<file path="config.mk">
export PLATFORM = sky130hd
export DESIGN_NAME = hazard_unit_mc
export DESIGN_NICKNAME = d
export VERILOG_FILES = /design/src/rtl/hazard_pkg.sv /design/src/rtl/hazard_fwd_sel.sv /design/src/rtl/hazard_unit_mc.sv
export SDC_FILE = /design/constraint.sdc
export NUM_CORES = 1
export LEC_CHECK = 0
export ABC_CLOCK_PERIOD_IN_PS = 1480
export BUFFER_PORTS_ARGS = -buffer_cell sky130_fd_sc_hd__buf_2
export CAP_MARGIN = 0
export CORE_AREA = 3 3 66 49
export DETAILED_ROUTE_END_ITERATION = 8
export DIE_AREA = 0 0 69 52
export PLACE_DENSITY = 0.74
export SLEW_MARGIN = 20
export SYNTH_ARGS = -nofsm -noshare
export SYNTH_HDL_FRONTEND = slang
export SYNTH_HIERARCHICAL = 1
export SYNTH_SLANG_ARGS = --single-unit
</file>
<file path="constraint.sdc">
create_clock -name i_clk -period 1.48 [get_ports i_clk]
set_input_delay 0.074 -clock i_clk [delete_from_list [all_inputs] [get_ports i_clk]]
set_output_delay 0.074 -clock i_clk [all_outputs]
set_load 0.01 [all_outputs]
</file>
<file path="src/rtl/hazard_pkg.sv">
// Shared encodings for the multi-cycle hazard unit: result-source codes,
// forward-select codes and the hazard FSM state constants.
package hazard_pkg;

  // Where the writeback value of an instruction comes from
  typedef enum logic [1:0] {
    RES_ALU = 2'b00,
    RES_MEM = 2'b01,
    RES_IMM = 2'b10,
    RES_PC4 = 2'b11
  } result_src_t;

  // ALU operand forward select driven into the E-stage operand muxes
  typedef enum logic [1:0] {
    FWD_RF    = 2'b00,
    FWD_W     = 2'b01,
    FWD_M     = 2'b10,
    FWD_M_PC4 = 2'b11
  } fwd_sel_t;

  // Hazard FSM states; plain constants so older tools can consume them
  typedef logic [1:0] state_t;
  localparam state_t ST_IDLE     = 2'd0;
  localparam state_t ST_LD_STALL = 2'd1;
  localparam state_t ST_MDU_BUSY = 2'd2;

endpackage

</file>
<file path="src/rtl/hazard_fwd_sel.sv">
// Single-operand forward selection. The M stage holds the younger result,
// so an M match wins over a W match; x0 is never forwarded.
module hazard_fwd_sel
  import hazard_pkg::*;
#(
  parameter int REG_ADDR_W = 5
) (
  input  logic [REG_ADDR_W-1:0] e_rs,
  input  logic [REG_ADDR_W-1:0] m_rd,
  input  logic [REG_ADDR_W-1:0] w_rd,
  input  logic                  m_we,
  input  logic                  w_we,
  input  logic [1:0]            m_src,
  output logic [1:0]            fwd_src
);

  // Pick the freshest producer of e_rs, preferring the M stage
  always_comb begin
    fwd_src = FWD_RF;
    if (m_we && (e_rs != '0) && (e_rs == m_rd)) begin
      fwd_src = (m_src == RES_PC4) ? FWD_M_PC4 : FWD_M;
    end else if (w_we && (e_rs != '0) && (e_rs == w_rd)) begin
      fwd_src = FWD_W;
    end
  end

endmodule

</file>
<file path="src/rtl/hazard_unit_mc.sv">
// Multi-cycle-aware hazard unit: M/W->E forwarding, branch flushing,
// multi-bubble load-use stalls and a start/done freeze around the MDU with
// a sticky watchdog flag. All outputs are forced low while reset is held.
module hazard_unit_mc
  import hazard_pkg::*;
#(
  parameter int REG_ADDR_W        = 5,
  parameter int LOAD_STALL_CYCLES = 1,
  parameter int MDU_TIMEOUT       = 64
) (
  input  logic                  i_clk,
  input  logic                  i_rst,
  input  logic [REG_ADDR_W-1:0] i_data_d_rs1,
  input  logic [REG_ADDR_W-1:0] i_data_d_rs2,
  input  logic [REG_ADDR_W-1:0] i_data_e_rs1,
  input  logic [REG_ADDR_W-1:0] i_data_e_rs2,
  input  logic [REG_ADDR_W-1:0] i_data_e_rd,
  input  logic [REG_ADDR_W-1:0] i_data_m_rd,
  input  logic [REG_ADDR_W-1:0] i_data_w_rd,
  input  logic                  i_ctrl_d_use_rs1,
  input  logic [1:0]            i_ctrl_e_mux_final_result_src,
  input  logic [1:0]            i_ctrl_m_mux_final_result_src,
  input  logic                  i_ctrl_m_en_regfile_write,
  input  logic                  i_ctrl_w_en_regfile_write,
  input  logic                  i_ctrl_e_mux_pc_src,
  input  logic                  i_ctrl_e_mdu_op,
  input  logic                  i_mdu_done,
  output logic [1:0]            o_data_mux_alu_forward_src_a,
  output logic [1:0]            o_data_mux_alu_forward_src_b,
  output logic                  o_data_f_stall,
  output logic                  o_data_fd_stall,
  output logic                  o_data_de_stall,
  output logic                  o_de_flush,
  output logic                  o_data_fd_flush,
  output logic                  o_em_flush,
  output logic                  o_mdu_start,
  output logic                  o_mdu_timeout
);

  localparam logic [2:0] LD_RELOAD = 3'(LOAD_STALL_CYCLES - 1);
  localparam logic [7:0] WD_LIMIT  = 8'(MDU_TIMEOUT);

  state_t     state, state_next;
  logic [2:0] ld_cnt, ld_cnt_next;
  logic [7:0] wd_cnt, wd_cnt_next;
  logic       timeout_q, timeout_next;

  logic [1:0] fwd_a, fwd_b;
  logic       load_use;
  logic       f_stall, fd_stall, de_stall;
  logic       de_flush, fd_flush, em_flush, mdu_start;

  hazard_fwd_sel #(.REG_ADDR_W(REG_ADDR_W)) u_fwd_a (
    .e_rs    (i_data_e_rs1),
    .m_rd    (i_data_m_rd),
    .w_rd    (i_data_w_rd),
    .m_we    (i_ctrl_m_en_regfile_write),
    .w_we    (i_ctrl_w_en_regfile_write),
    .m_src   (i_ctrl_m_mux_final_result_src),
    .fwd_src (fwd_a)
  );

  hazard_fwd_sel #(.REG_ADDR_W(REG_ADDR_W)) u_fwd_b (
    .e_rs    (i_data_e_rs2),
    .m_rd    (i_data_m_rd),
    .w_rd    (i_data_w_rd),
    .m_we    (i_ctrl_m_en_regfile_write),
    .w_we    (i_ctrl_w_en_regfile_write),
    .m_src   (i_ctrl_m_mux_final_result_src),
    .fwd_src (fwd_b)
  );

  assign load_use = (i_ctrl_e_mux_final_result_src == RES_MEM) &&
                    (i_data_e_rd != '0) &&
                    (((i_data_e_rd == i_data_d_rs1) && i_ctrl_d_use_rs1) ||
                     (i_data_e_rd == i_data_d_rs2));

  // Next-state, counter updates and raw stall/flush decode for each state
  always_comb begin
    state_next   = state;
    ld_cnt_next  = ld_cnt;
    wd_cnt_next  = wd_cnt;
    timeout_next = timeout_q;
    f_stall      = 1'b0;
    fd_stall     = 1'b0;
    de_stall     = 1'b0;
    de_flush     = 1'b0;
    fd_flush     = 1'b0;
    em_flush     = 1'b0;
    mdu_start    = 1'b0;
    case (state)
      ST_IDLE: begin
        if (i_ctrl_e_mdu_op) begin
          mdu_start   = 1'b1;
          f_stall     = 1'b1;
          fd_stall    = 1'b1;
          de_stall    = 1'b1;
          em_flush    = 1'b1;
          wd_cnt_next = 8'd0;
          state_next  = ST_MDU_BUSY;
        end else if (i_ctrl_e_mux_pc_src) begin
          fd_flush = 1'b1;
          de_flush = 1'b1;
        end else if (load_use) begin
          f_stall  = 1'b1;
          fd_stall = 1'b1;
          de_flush = 1'b1;
          if (LOAD_STALL_CYCLES > 1) begin
            ld_cnt_next = LD_RELOAD;
            state_next  = ST_LD_STALL;
          end
        end
      end
      ST_LD_STALL: begin
        f_stall  = 1'b1;
        fd_stall = 1'b1;
        de_flush = 1'b1;
        if (ld_cnt <= 3'd1) begin
          ld_cnt_next = 3'd0;
          state_next  = ST_IDLE;
        end else begin
          ld_cnt_next = ld_cnt - 3'd1;
        end
      end
      ST_MDU_BUSY: begin
        if (!i_mdu_done) begin
          f_stall     = 1'b1;
          fd_stall    = 1'b1;
          de_stall    = 1'b1;
          em_flush    = 1'b1;
          wd_cnt_next = (wd_cnt == 8'hFF) ? wd_cnt : wd_cnt + 8'd1;
          if (wd_cnt_next >= WD_LIMIT) begin
            timeout_next = 1'b1;
          end
        end else begin
          state_next = ST_IDLE;
        end
      end
      default: begin
        state_next = ST_IDLE;
      end
    endcase
  end

  // State and counter registers; reset aborts any stall or MDU wait
  always_ff @(posedge i_clk or posedge i_rst) begin
    if (i_rst) begin
      state     <= ST_IDLE;
      ld_cnt    <= 3'd0;
      wd_cnt    <= 8'd0;
      timeout_q <= 1'b0;
    end else begin
      state     <= state_next;
      ld_cnt    <= ld_cnt_next;
      wd_cnt    <= wd_cnt_next;
      timeout_q <= timeout_next;
    end
  end

  assign o_data_mux_alu_forward_src_a = i_rst ? 2'b00 : fwd_a;
  assign o_data_mux_alu_forward_src_b = i_rst ? 2'b00 : fwd_b;
  assign o_data_f_stall               = f_stall   & ~i_rst;
  assign o_data_fd_stall              = fd_stall  & ~i_rst;
  assign o_data_de_stall              = de_stall  & ~i_rst;
  assign o_de_flush                   = de_flush  & ~i_rst;
  assign o_data_fd_flush              = fd_flush  & ~i_rst;
  assign o_em_flush                   = em_flush  & ~i_rst;
  assign o_mdu_start                  = mdu_start & ~i_rst;
  assign o_mdu_timeout                = timeout_q & ~i_rst;

endmodule

</file>
### Yosys cells after proc, flatten, opt, wreduce, memory -nomap -nowiden

Index checks and enable logic that the tools add are counted.

| storage, ports and cells | value |
|---|---|
| output and inout port bits | 12 |
| register bits | 14 |
| bits of input ports | 47 |

| cells by class | value |
|---|---|
| $lt $le $gt $ge | 2 |
| reduce and logical (&&, ||, !) cells | 20 |
| equal/unequal tests | 15 |
| add/subtract/negate cells | 2 |
| bitwise operators | 8 |
| mux-type cells | 30 |

Operators by type and width:

| operator | number |
|---|---|
| $eq A5 B5 Y1 | 6 |
| $mux W8 | 3 |
| $pmux W8 S2 | 1 |
| $reduce_bool A5 Y1 | 3 |
| $mux W1 | 14 |
| $mux W2 | 7 |
| $logic_and A1 B1 Y1 | 11 |
| $reduce_and A3 Y1 | 3 |
| $add A8 B1 Y8 const B | 1 |
| $eq A8 B8 Y1 const B | 1 |
| $ge A8 B7 Y1 const B | 1 |
| $ne A2 B2 Y1 const B | 4 |
| $and A1 B1 Y1 | 6 |
| $pmux W2 S3 | 1 |
| $eq A2 B1 Y1 const B | 2 |
| $eq A2 B2 Y1 const B | 2 |
| $pmux W1 S2 | 2 |
| $le A3 B1 Y1 const B | 1 |
| $mux W3 | 1 |
| $pmux W1 S3 | 1 |
| $sub A3 B1 Y3 const B | 1 |
| $logic_not A2 Y1 | 1 |
| $not A1 Y1 | 2 |
| $reduce_bool A2 Y1 | 1 |
| $logic_or A1 B1 Y1 | 1 |

### Logic depth before layout (Yosys ltp)

| logic depth | value |
|---|---|
| word-level depth | 9 |
| depth in mapped cells | 5 |
| depth with buffers taken out | 5 |

### Cells and area by module

Netlist, hierarchy kept.

By module, submodules not included:

| module | area each (um2) | cells an instance | sequential area each (um2) | times used |
|---|---|---|---|---|
| hazard_unit_mc | 754.5 | 84 | 250.2 | 1 |
| hazard_fwd_sel | 147.6 | 18 | 0.0 | 2 |

### Least setup slack after synthesis

OpenSTA, ideal clock, no wires.

| path | value |
|---|---|
| kind | register -> register |
| start point | reg wd_cnt[0] |
| end point | reg timeout_q |
| data required time | 1.356 ns |
| path slack | -0.034 ns |
| data arrival time | 1.390 ns |
| library setup time | 0.124 ns |
| cell stages (with the launch flop) | 6 |
| cell sequence | dfrtp_1 -> ha_1 -> nand3_1 -> nand2_1 -> mux2_4 -> a211o_1 |

| on the way | value |
|---|---|
| word-level cells in the longest chain between the ends | 4 |

Ends and longest elaborated chain:

| item | line | text |
|---|---|---|
| start: declaration | hazard_unit_mc.sv:45 | `logic [7:0] wd_cnt, wd_cnt_next;` |
| start signal: assignment | hazard_unit_mc.sv:155 | `wd_cnt <= wd_cnt_next;` |
| $add A8 B1 Y8 or $eq A8 B8 Y1 (tied branches) | hazard_unit_mc.sv:131 | `wd_cnt_next = (wd_cnt == 8'hFF) ? wd_cnt : wd_cnt + 8'd1;` |
| $mux W8 * | hazard_unit_mc.sv:131 |  |
| $ge A8 B7 Y1 * | hazard_unit_mc.sv:132 | `if (wd_cnt_next >= WD_LIMIT) begin` |
| $reduce_and A3 Y1 (no line) * | -- |  |
| end signal: assignment | hazard_unit_mc.sv:156 | `timeout_q <= timeout_next;` |
| end: declaration | hazard_unit_mc.sv:46 | `logic timeout_q, timeout_next;` |

Every way passes the cells marked *; elsewhere a longest branch is shown, timed or not.
A chain may end at the register's enable or synchronous reset.

### Worst setup path after layout

| path | value |
|---|---|
| start point | in i_data_e_rs2[2] |
| end point | out o_data_mux_alu_forward_src_b[0] |

| on the way | value |
|---|---|
| word-level cells in the longest chain between the ends | 6 |

Ends and longest elaborated chain:

| item | line | text |
|---|---|---|
| start: declaration | hazard_unit_mc.sv:16 | `input logic [REG_ADDR_W-1:0] i_data_e_rs2,` |
| $reduce_bool A5 Y1 | hazard_fwd_sel.sv:20, hazard_fwd_sel.sv:22 |  |
| $logic_and A1 B1 Y1 (2 in series) | hazard_fwd_sel.sv:22 | `end else if (w_we && (e_rs != '0) && (e_rs == w_rd)) begin` |
| $mux W1 | hazard_fwd_sel.sv:22 |  |
| $mux W2 * | hazard_fwd_sel.sv:20 | `if (m_we && (e_rs != '0) && (e_rs == m_rd)) begin` |
| net fwd_b[0] | hazard_unit_mc.sv:48 | `logic [1:0] fwd_a, fwd_b;` |
| $mux W2 * | hazard_unit_mc.sv:161 | `assign o_data_mux_alu_forward_src_b = i_rst ? 2'b00 : fwd_b;` |
| end: declaration | hazard_unit_mc.sv:29 | `output logic [1:0] o_data_mux_alu_forward_src_b,` |

The timed path passes the listed nets; every way through them passes the cells marked *.

==> key figures <==
Yosys
  – Post-synthesis cell type count: 39
  – Post-synthesis instance area: 0.001050 mm^2
  – Largest family of logic cells by synthesized area: simple AND/OR/NAND/NOR gates
  – Multiplexer fraction of the synthesized cell area: 4.291%
  – Synthesized-area fraction occupied by xor and xnor cells: 25.03%
  – Sequential fraction of the synthesis area: 23.84%
  – Synthesized-area fraction occupied by ao, oa, aoi and oai cells: 14.66%
  – Total of flip-flops plus latches after synthesis: 10
  – Gate count of the mapped netlist: 120
  – Number of warnings issued by yosys: 6
  – Mean instance size in the synthesized netlist: 8.748 um^2
  – Post-Synthesis Net Count: 168
  – Adder and majority gate portion of the synthesized area: 1.192%
  – Simple-gate share of the synthesized area: 27.77%

Power and ir drop
  – Share of total power in the clock network: 28.4%
  – Reported net switching power: 0.0004232 W
  – Comb pwr share: 41.4%
  – Cell Pwr Density: 726.3 mW/mm^2
  – Max IR drop VDD: 0.5543 mV
  – Standby leakage power: 0.7866 nW
  – Switching share of total power: 34.09%
  – Power share of the sequential group: 30.2%
  – Internal Dissipation: 0.0008181 W
  – Total power of the final layout: 0.001241 W

Clock network
  – CTS clk-pin slew, worst paths: 0.05 ns
  – Clock buffer depth: 2
  – CTS Root Buffer Type: clkbuf_8
  – Inserted Clock Buffers: 3
  – Clock H-tree levels: 1
  – Clock tree sinks: 10
  – CTS tree: built
  – Insertion delay to the later sink of the worst-skew pair: 0.24 ns

Cells and area
  – Fillcell total: 219
  – Area growth from synthesis to layout: 62.81%
  – Ant. Diodes: 0
  – Utilization after layout: 62.78%
  – Fraction of final layout cells with drive strength greater than 1: 56.19%
  – Number of nets in the layout: 243
  – Area of all placed cells without fillers: 0.001709 mm^2

Placement
  – Placed cell areas: 0.001424 mm^2
  – HPWL reported at the end of detailed placement: 2868 um
  – Gp weighted congestion: 0.9515
  – Count of port buffers added during placement: 58

Drt
  – Final Routed Wirelength: 3935 um
  – Remaining routing DRC violations: 0
  – Vias/cell: 5.657
  – Total number of vias: 1,301
  – Pre-Repair DR Iteration Count: 4
  – Starting DRC count in detailed routing: 26
  – Number of antenna-violating nets in the routed design: 0
  – Detailed-route wire length per cell: 17.11 um

GRT
  – GRT Total Usage: 18.71%
  – Grt total ovfl: 0
  – Maximum number of pins on one net before global-route repair: 12
  – Wire length of the first global-routing pass: 5368 um
  – Initial antenna violation count: 0
  – Number of global-route vias before repair: 1,203

Status
  – Violations in the final reports: setup timing
  – Status: finished with violations

Worst hold path
  – Cells on Worst Hold Path: 4
  – Worst Hold Path EP: wd_cnt[4]
  – Kind of path behind the tightest hold check: input pin to register
  – Start point of the worst min-delay path: i_ctrl_e_mdu_op

Die
  – Overall die width: 69 um
  – Core area: 0.002723 mm^2
  – Die outline area: 0.003588 mm^2
  – Starting density of the core: 38.56%
  – Ports: 59
  – Die height: 52 um
  – Cell row count: 16

Timing
  – Highest clock frequency the design can meet: 0.6727 GHz
  – Number of failing setup endpoints in the final timing report: 1
  – Share of the clock period used by the worst path after layout: 100.4%
  – Fin. max-slew vios: 0
  – Minimum period implied by the final worst setup slack: 1.486 ns
  – Clock Skews: 0.001194 ns
  – Transition time at the pin with the least slew margin: 0.3772 ns
  – Max-slew headroom at the worst pin: 74.83%
  – Number of hold-slack violations in the final timing report: 0
  – Min setup slack post-route: -0.006465 ns
  – Unrepaired setup endpoints after global routing: true

Worst setup path
  – Reg2reg end: timeout_q
  – Reg2reg start: wd_cnt[1]
  – Crit path max fanout: 3
  – Number of cells traversed by the worst register-to-register path: 6
  – Req. time, crit path: 1.41 ns
  – Reg2Reg Setup Slack: 0 ns
  – Critical Path Max Stage Delay: 0.37 ns
  – Cell-by-cell listing of the critical path: buf_6, xnor2_2, nand4_1, nor4_4, mux2i_1, nor2b_2, buf_2
  – Worst Path Arrival: 1.41 ns
  – Worst Setup Path Type: input pin to output pin
  – CP max stage cell: nor4_4
  – Sort of element at the start of the critical path: input pin
  – Worst Setup End Kind: output pin

Run
  – Max-cap viol count: 0
-- per-layer routing --
metal / share of wire [%] / track usage [%] / wire length [um]
met1: 39 / 19.95 / 1540
met2: 51 / 35.76 / 2008
met3: 7.8 / 5.792 / 305
met4: 2.1 / 5.844 / 81
met5: 0 / 0 / 0
-- worst max-delay path by stage --
stage | start | endpoint | slack, ns | cells past startpoint
6_report | i_data_e_rs2[2] | o_data_mux_alu_forward_src_b[0] | -0.006 | 7
3_3_place_gp | wd_cnt[0] | timeout_q | 0.04 | 4
2_1_floorplan | wd_cnt[0] | timeout_q | 0.009 | 5
5_1_grt | state[1] | o_data_fd_stall | -0.04 | 4
3_5_place_dp | i_data_e_rs2[1] | o_data_mux_alu_forward_src_b[0] | -0.01 | 7
4_1_cts | i_data_e_rs2[1] | o_data_mux_alu_forward_src_b[0] | 0.002 | 7
-- cells in the mapped netlist --
| library cell | number | area share, % |
|---|---|---|
| o21ai_0 | 3 | 1.4 |
| or3_2 | 1 | 0.72 |
| inv_1 | 4 | 1.4 |
| xnor2_1 | 13 | 11 |
| and2b_2 | 1 | 0.83 |
| nand3_1 | 2 | 0.95 |
| nor4_2 | 2 | 2.4 |
| and4_1 | 1 | 0.83 |
| ha_1 | 1 | 1.2 |
| dfrtp_1 | 10 | 24 |
| nand2b_1 | 2 | 1.2 |
| a31oi_1 | 1 | 0.60 |
| nor3_1 | 3 | 1.4 |
| or4_1 | 5 | 3.6 |
| o2111ai_1 | 2 | 1.7 |
| buf_4 | 2 | 1.4 |
| nor2b_1 | 6 | 3.6 |
| mux2i_1 | 3 | 2.9 |
| a211oi_1 | 3 | 2.1 |
| a211o_1 | 1 | 0.83 |
| o22ai_1 | 1 | 0.60 |
| nor4_1 | 2 | 1.2 |
| a41oi_1 | 2 | 1.7 |
| and4_4 | 1 | 1.1 |
| and2_1 | 1 | 0.60 |
| nor2_2 | 2 | 1.2 |
| a22o_2 | 1 | 0.95 |
| xor2_1 | 17 | 14 |
| o21bai_1 | 1 | 0.72 |
| nand4_1 | 4 | 2.4 |
| nand2_1 | 6 | 2.1 |
| a32oi_1 | 1 | 0.83 |
| nor3b_1 | 1 | 0.72 |
| clkbuf_1 | 1 | 0.36 |
| a311oi_1 | 1 | 0.83 |
| a21oi_1 | 5 | 2.4 |
| nor2_1 | 5 | 1.8 |
| mux2_4 | 1 | 1.4 |
| nand4_2 | 1 | 1.2 |
-- registers in the layout (all words and copies together), names as in the netlist --
| signal | cells |
|---|---|
| wd_cnt | 8 |
| timeout_q | 1 |
| state | 1 |
-- metrics by stage --
step                instances  hold WS [ns]  setup TNS (ns)  worst slack (ns)
floorplan                 120        0.1267               0          0.009398
finish                    230        0.2203       -0.006465         -0.006465
CTS                       225        0.2110               0          0.002154
detailed placement        218        0.1815        -0.02517          -0.01388
global route              230        0.2617         -0.1903          -0.04104
global placement          218        0.1683               0           0.04069
-- layout make-up --
class / count / area (um^2) / area share (%)
well taps: 36 / 45.04 / 2.635
inverters: 4 / 15.01 / 0.8785
clock buffers: 4 / 55.05 / 3.221
repair buffers: 73 / 450.4 / 26.35
multi-input cells: 103 / 887.1 / 51.90
flip-flops and latches: 10 / 256.5 / 15.01
-- logic make-up (layout without fill, tap and decap cells) --
group | count (synthesis) | count (layout)
AO/OA/AOI/OAI | 22 | 22
XOR/XNOR | 30 | 30
adder cells (fa/ha/maj) | 1 | 1
buffers and inverters | 7 | 81
flip-flops | 10 | 10
multiplexers | 4 | 4
AND/OR/NAND/NOR | 46 | 46
-- cell usage in the layout, fill, tap and decap left out, drive strengths merged, types with 4 or more instances in the layout --
cell	instances
nand2	6
xor2	17
buf	72
dfrtp	10
nor2	7
inv	4
nand4	5
or4	5
nor2b	6
a21oi	5
xnor2	13
nor4	4
clkbuf	4
-- worst max-delay path: cells and delay by family --
family,cells,cell delay [ns]
buffers and inverters,2,0.26
muxes,1,0.22
xor gates and xnor gates,1,0.14
and+or+nand+nor,3,0.72
-- power groups by stage --
| stage | clock (W) | combinational [W] | sequential, W |
|---|---|---|---|
| final | 0.000353 | 0.000513 | 0.000375 |
| after global routing | 0.000369 | 0.000552 | 0.000376 |
| after CTS | 0.000345 | 0.000434 | 0.000353 |
| after detailed placement | 0 | 0.000368 | 0.000360 |
| after global placement | 0 | 0.000353 | 0.000353 |
| after floorplan | 0 | 0.000194 | 0.000354 |
-- what timing repair did --
item,CTS,global route
endpoints found under the setup margin,12,9
gates resized for setup,5,38
setup buffers,2,5
hold buffers,1,0
hold endpoints to repair,10,0
pin swaps,0,12
Note: power is estimated with default switching activity, not from simulation.
